[src/rtl/pic_rom_grey_reader.sv]
// Picture-ROM fetch stage: derives window coordinates from DE/HS/VS, reads the
// RGB888 ROM and emits colour or greyscale pixels with syncs delayed 4 clocks.
module pic_rom_grey_reader #(
  parameter int unsigned IMG_W    = 256,
  parameter int unsigned IMG_H    = 256,
  parameter int unsigned X_START  = 0,
  parameter int unsigned Y_START  = 0,
  parameter logic [23:0] BG_COLOR = 24'h000000
) (
  input  logic        clk,
  input  logic        rst,
  input  logic        vs_in,
  input  logic        hs_in,
  input  logic        de_in,
  input  logic        grey_en,
  output logic [15:0] rom_addr,
  input  logic [23:0] rom_data,
  output logic        vs_out,
  output logic        hs_out,
  output logic        de_out,
  output logic [23:0] rgb_out
);

  localparam int unsigned NPIX     = IMG_W * IMG_H;
  localparam logic [15:0] ADDR_MAX = 16'(NPIX - 1);
  localparam logic [12:0] X_LO     = 13'(X_START);
  localparam logic [12:0] X_HI     = 13'(X_START + IMG_W);
  localparam logic [12:0] Y_LO     = 13'(Y_START);
  localparam logic [12:0] Y_HI     = 13'(Y_START + IMG_H);

  logic [11:0] x;
  logic [11:0] y;
  logic        de_d;
  logic        lock;
  logic [15:0] addr_cnt;
  logic        win;

  // Control pipeline, packed as {vs, hs, de, win, grey}.
  logic [4:0]  p1, p2, p3;
  logic        live1, live2, live3;
  logic [15:0] pr, pg, pb;
  logic [23:0] raw;
  logic [7:0]  luma;

  always_comb begin
    win = lock && de_in
          && ({1'b0, x} >= X_LO) && ({1'b0, x} < X_HI)
          && ({1'b0, y} >= Y_LO) && ({1'b0, y} < Y_HI);
  end

  always_comb begin
    luma = 8'((pr + pg + pb + 16'd128) >> 8);
  end

  // rom_addr latches the current pixel's address; addr_cnt already points at the next one.
  always_ff @(posedge clk or posedge rst) begin
    if (rst) begin
      x        <= '0;
      y        <= '0;
      de_d     <= 1'b0;
      lock     <= 1'b0;
      addr_cnt <= '0;
      rom_addr <= '0;
    end else begin
      de_d <= de_in;
      x    <= de_in ? x + 12'd1 : '0;
      if (vs_in) begin
        y <= '0;
      end else if (de_d && !de_in) begin
        y <= y + 12'd1;
      end
      if (vs_in) begin
        lock <= 1'b1;
      end
      if (vs_in) begin
        addr_cnt <= '0;
        rom_addr <= '0;
      end else if (win) begin
        rom_addr <= addr_cnt;
        addr_cnt <= (addr_cnt == ADDR_MAX) ? '0 : addr_cnt + 16'd1;
      end
    end
  end

  // live* tracks pipeline fill after reset so the first 4 outputs stay zero.
  always_ff @(posedge clk or posedge rst) begin
    if (rst) begin
      p1      <= '0;
      p2      <= '0;
      p3      <= '0;
      live1   <= 1'b0;
      live2   <= 1'b0;
      live3   <= 1'b0;
      pr      <= '0;
      pg      <= '0;
      pb      <= '0;
      raw     <= '0;
      vs_out  <= 1'b0;
      hs_out  <= 1'b0;
      de_out  <= 1'b0;
      rgb_out <= '0;
    end else begin
      p1    <= {vs_in, hs_in, de_in, win, grey_en};
      p2    <= p1;
      p3    <= p2;
      live1 <= 1'b1;
      live2 <= live1;
      live3 <= live2;
      pr    <= 16'(rom_data[23:16]) * 16'd77;
      pg    <= 16'(rom_data[15:8]) * 16'd150;
      pb    <= 16'(rom_data[7:0]) * 16'd29;
      raw   <= rom_data;
      vs_out <= p3[4];
      hs_out <= p3[3];
      de_out <= p3[2];
      if (!live3) begin
        rgb_out <= '0;
      end else if (p3[1]) begin
        rgb_out <= p3[0] ? {luma, luma, luma} : raw;
      end else begin
        rgb_out <= BG_COLOR;
      end
    end
  end

endmodule

[config.mk]
export PLATFORM = sky130hd
export DESIGN_NAME = pic_rom_grey_reader
export DESIGN_NICKNAME = d
export VERILOG_FILES = /design/src/rtl/pic_rom_grey_reader.sv
export SDC_FILE = /design/constraint.sdc
export NUM_CORES = 1
export LEC_CHECK = 0
export ABC_AREA = 1
export CORE_AREA = 5 5 189 191
export CTS_BUF_LIST = sky130_fd_sc_hd__clkbuf_4 sky130_fd_sc_hd__clkbuf_8
export DETAILED_ROUTE_END_ITERATION = 8
export DIE_AREA = 0 0 194 196
export GPL_TIMING_DRIVEN = 0
export PLACE_DENSITY_LB_ADDON = 0.1
export SLEW_MARGIN = 30
export SYNTH_ARGS = -nofsm -noshare
export SYNTH_HDL_FRONTEND = slang
export SYNTH_SLANG_ARGS = --single-unit
export TNS_END_PERCENT = 50
[constraint.sdc]
create_clock -name clk -period 10.81 [get_ports clk]
set_input_delay 2.162 -clock clk [delete_from_list [all_inputs] [get_ports clk]]
set_output_delay 2.162 -clock clk [all_outputs]
set_load 0.03 [all_outputs]
Word level (Yosys, flattened, before mapping)

Index checks and enable logic that the tools add are counted.

Bits in registers: 170
Bits of input ports: 30
Word-level logic and storage cells: 50

Add/subtract/negate cells: 6
Multiply operators: 3
$lt $le $gt $ge: 2
Equality and inequality tests: 1
Mux-type cells: 11
Reduce and logical (&&, ||, !) cells: 7

Operators by type and width:

| operator                                                    | number |
|---|---|
| 2-to-1 mux 16 bit                                           | 5 |
| 2-to-1 mux 24 bit                                           | 3 |
| 2-to-1 mux 12 bit                                           | 3 |
| multiplier 8 x 7 -> 15 bit, second input constant           | 2 |
| adder 12 x 1 -> 12 bit, second input constant               | 2 |
| less-than comparator 12 x 9 -> 1 bit, second input constant | 2 |
| adder 15 x 16 -> 16 bit                                     | 1 |
| adder 16 x 1 -> 16 bit, second input constant               | 1 |
| adder 16 x 13 -> 16 bit                                     | 1 |
| adder 16 x 8 -> 16 bit, second input constant               | 1 |
| == test 16 bit, second input constant                       | 1 |
| multiplier 8 x 5 -> 13 bit, second input constant           | 1 |
| logical AND 1 bit                                           | 4 |
| nonzero test 2 bit                                          | 2 |
| zero test 1 bit                                             | 1 |

Depth between registers and ports, before layout

Word-level depth: 6
Mapped depth: 15

Least setup slack after synthesis

OpenSTA, ideal clock, no wires.

Kind: input to register
Start: input rom_data[12]
End: register pg[13]
Arrival time: 4.782 ns
Data required time: 10.693 ns
Setup slack: 5.912 ns
Stages on the path: 15
Path buffers: 0
Path through: ha_1 ha_1 inv_1 fa_1 fa_1 inv_1 ha_1 nand2_1 inv_1 a21oi_1 o21ai_0 nand3_1 nand2_1 nand2_1 nand2_1

Cells in the longest elaborated chain, start to end: 1

RTL lines:

| element                    | line | RTL |
|---|---|---|
| from (decl)                | 17   | `input logic [23:0] rom_data,` |
| multiplier 8 x 7 -> 15 bit | 110  | `pg <= 16'(rom_data[15:8]) * 16'd150;` |
| to (signal assigned)       | 110  |  |
| to (decl)                  | 41   | `logic [15:0] pr, pg, pb;` |

Every way passes these cells.
A chain may end at the register's enable or synchronous reset.

Worst setup path in the final report

Start: input rom_data[14]
End: register pg[13]

The elaborated chain is that of the path after synthesis.

==> flow_summary.json <==
{
  "dr.first_iter.drc_count": 334,
  "fin_setup_tns_ns": 0,
  "yosysSeqAreaShare": 0.4127,
  "skew_ns": 0.01254,
  "syn_avg_cell_area_sq_um": 9.182,
  "r2r_cells": 13,
  "setup_viol": 0,
  "syn_area_sq_um": 9945,
  "maxClockFrequency_mhz": 186.4,
  "synth_cell_types": 44,
  "layout.nets": 1372,
  "synth_nets": 1279,
  "num_vias": 7028,
  "start_util": 0.2929,
  "period_share": 0.4962,
  "area_growth_pct": 17.59,
  "ant_nets": 0,
  "crit_path_end_kind": "flip-flop",
  "cts.root.buffer_cell": "clkbuf_8",
  "die_w_um": 194,
  "synth_area_leaders": "dfrtp_1 41%, ha_1 16%, inv_1 8.0%",
  "rr_endpoint": "rgb_out[15]",
  "drive_above_1_share": 0.04962,
  "die_area_sq_um": 38020,
  "power_density_nw_per_um2": 239.8,
  "hp-class": "flip-flop to flip-flop",
  "post-route-min-period_ns": 5.364,
  "grt_pass1_vias": 7419,
  "cts-resized-gates": 0,
  "critPathSlowestCell": "clkdlybuf4s50_1",
  "core_sq_um": 33950,
  "critPathKind": "input pin to flip-flop",
  "r2r-start": "pr[12]",
  "worstHoldPathCells": 0,
  "syn_inst": 1083,
  "numCtsBuffers": 17,
  "clk_pin_slew_worst_paths_ns": 0.09,
  "cap_violations": 0,
  "worstPathArrival_ns": 5.72,
  "holdPathEnd": "live2",
  "leakage_nw": 5.980,
  "max_stage_delay_ns": 0.64,
  "hold_viol_final": 0,
  "maxSlewViolCount": 0,
  "overflow": 0,
  "grt_pass1_wl_um": 39070,
  "grt_setup_unrepaired": "false",
  "tightest_slew_ns": 0.5261,
  "port_buffers": 72,
  "drc": 0,
  "synth_top_cell_by_area": "dfrtp_1",
  "place.gp.congestion": 0.8140,
  "start_kind": "input pin",
  "antenna_found_initial": 1,
  "crit_required_ns": 11.16,
  "grt_use_total": 0.1273,
  "ys_ff_latch": 164,
  "post-dp-hpwl_um": 18390,
  "dr.pass1.iters": 5,
  "cts_buffer_depth": 2,
  "register_area_sq_um": 4104,
  "final_cell_mix": "212 x inv_1, 164 x dfrtp_1, 161 x nand2_1",
  "reg2reg_slack_ns": 8.05,
  "cts.sinks": 164,
  "clk_latency_ns": 0.47,
  "postCtsHoldBufs": 0,
  "drt-total-wl_um": 22860,
  "cts_tree": "yes",
  "wire_per_inst_um": 13.90,
  "fill_cells": 3506,
  "num_rows": 68,
  "netlist.area_leader.share": 0.4127,
  "ios": 73,
  "cts_max_level": 4,
  "cts_setup_buffers": 0,
  "layout_commonest_cell": "inv_1",
  "hp-start": "live1",
  "cp_max_fo": 5,
  "relSlewSlack": 0.6493,
  "holdWs_ns": 0.3515,
  "dp_cells": 1612,
  "multiInputGateArea_sq_um": 4977,
  "viasPerCell": 4.272,
  "crit_chain": "clkdlybuf4s50_1 > ha_1 > ha_1 > inv_1 > fa_1 > fa_1 > inv_1 > ha_1 > nand2_1 > inv_1 > a21oi_1 > o21ai_0 > nand3_1 > nand3_1 > nand2_1",
  "peakVddDrop_v": 0.0001689,
  "fin_cells": 1645,
  "status": "finished, final reports clean",
  "die_height_um": 196,
  "synth_warnings": 0,
  "grt_start_max_net_pins": 86
}
## how the worst max path moves through the flow
stage                             from          end  slack [ns]  depth (start not counted)
after floorplan                    rst  addr_cnt[0]        4.21                          1
after global placement             rst  rgb_out[17]        1.59                          2
after detailed placement  rom_data[14]       pg[13]        4.96                         15
after CTS                 rom_data[14]       pg[13]        5.45                         15
after global routing      rom_data[14]       pg[13]        5.22                         15
final                     rom_data[14]       pg[13]        5.45                         15
## stage by stage
stage | setup WS (ns) | total power [mW] | util | cell area [sq um]
floorplan | 4.215 | 1.941 | - | 9945
global placement | 1.589 | 2.386 | 0.3309 | 11230
finish | 5.446 | 2.804 | 0.3445 | 11690
CTS | 5.453 | 2.855 | 0.3444 | 11690
global route | 5.221 | 3.127 | 0.3444 | 11690
detailed placement | 4.956 | 2.378 | 0.3328 | 11300
## cell usage after synthesis (all sizes together)
cell type,count
buf,4
nand2,163
fa,38
nand4,16
o211ai,3
o311ai,1
xnor2,7
a22o,3
conb,1
o21ai,53
o21bai,2
o21a,5
nor4,5
or2,2
nor3b,1
and3,1
a21o,3
o31ai,1
nand3b,2
a31oi,5
nor3,9
a21oi,63
a211oi,2
xor2,25
nor2,107
dfrtp,164
inv,216
clkbuf,7
ha,128
o2111ai,1
nand3,45
## flip-flops by register name (all words and copies together) (netlist names), 5 cells and up
register,cells
addr_cnt,16
raw,24
pr,13
pg,14
p3,5
y,12
rgb_out,24
p2,5
rom_addr,16
p1,5
x,12
pb,11
## power breakdown
group / total (mW) / internal, mW / switching, mW
registers: 0.752 / 0.714 / 0.0386
logic: 1.60 / 0.593 / 1.01
clock network: 0.449 / 0.204 / 0.244
total: 2.80 / 1.51 / 1.29
## critical path: cells and delay by family
kind	cells	cell delay (ns)
buf+inv	4	0.79
fa+ha+maj	5	1.94
compound gates	2	0.39
simple gates	4	0.42
## cell families after synthesis
family | Yosys count | share of synthesized area
and+or+nand+nor | 351 | 0.1549
DFF | 164 | 0.4127
AOI/OAI and AO/OA | 142 | 0.07952
buffers and inverters | 227 | 0.08681
xor gates and xnor gates | 32 | 0.02818
adders and majority gates | 166 | 0.2375
other | 1 | 0.0003771
## routing by layer
layer	track usage	wire length (um)	part of all wire	up-vias
li1	-	-	-	3637
met5	0	0	0	-
met2	0.1947	9972	0.44	85
met1	0.1889	12130	0.53	3293
met3	0.02250	542	0.024	13
met4	0.02891	216	0.0094	0
## final cells by class
cell class	count	share of cell area
Multi-Input combinational cell	692	0.4256
Antenna cell	1	0.0002140
Timing Repair Buffer	74	0.06634
Tap cell	455	0.04868
Inverter	216	0.06998
Clock inverter	12	0.01016
Sequential cell	164	0.3510
Buffer	11	0.004494
Clock buffer	20	0.02354
Power figures use the tool's default switching activity.
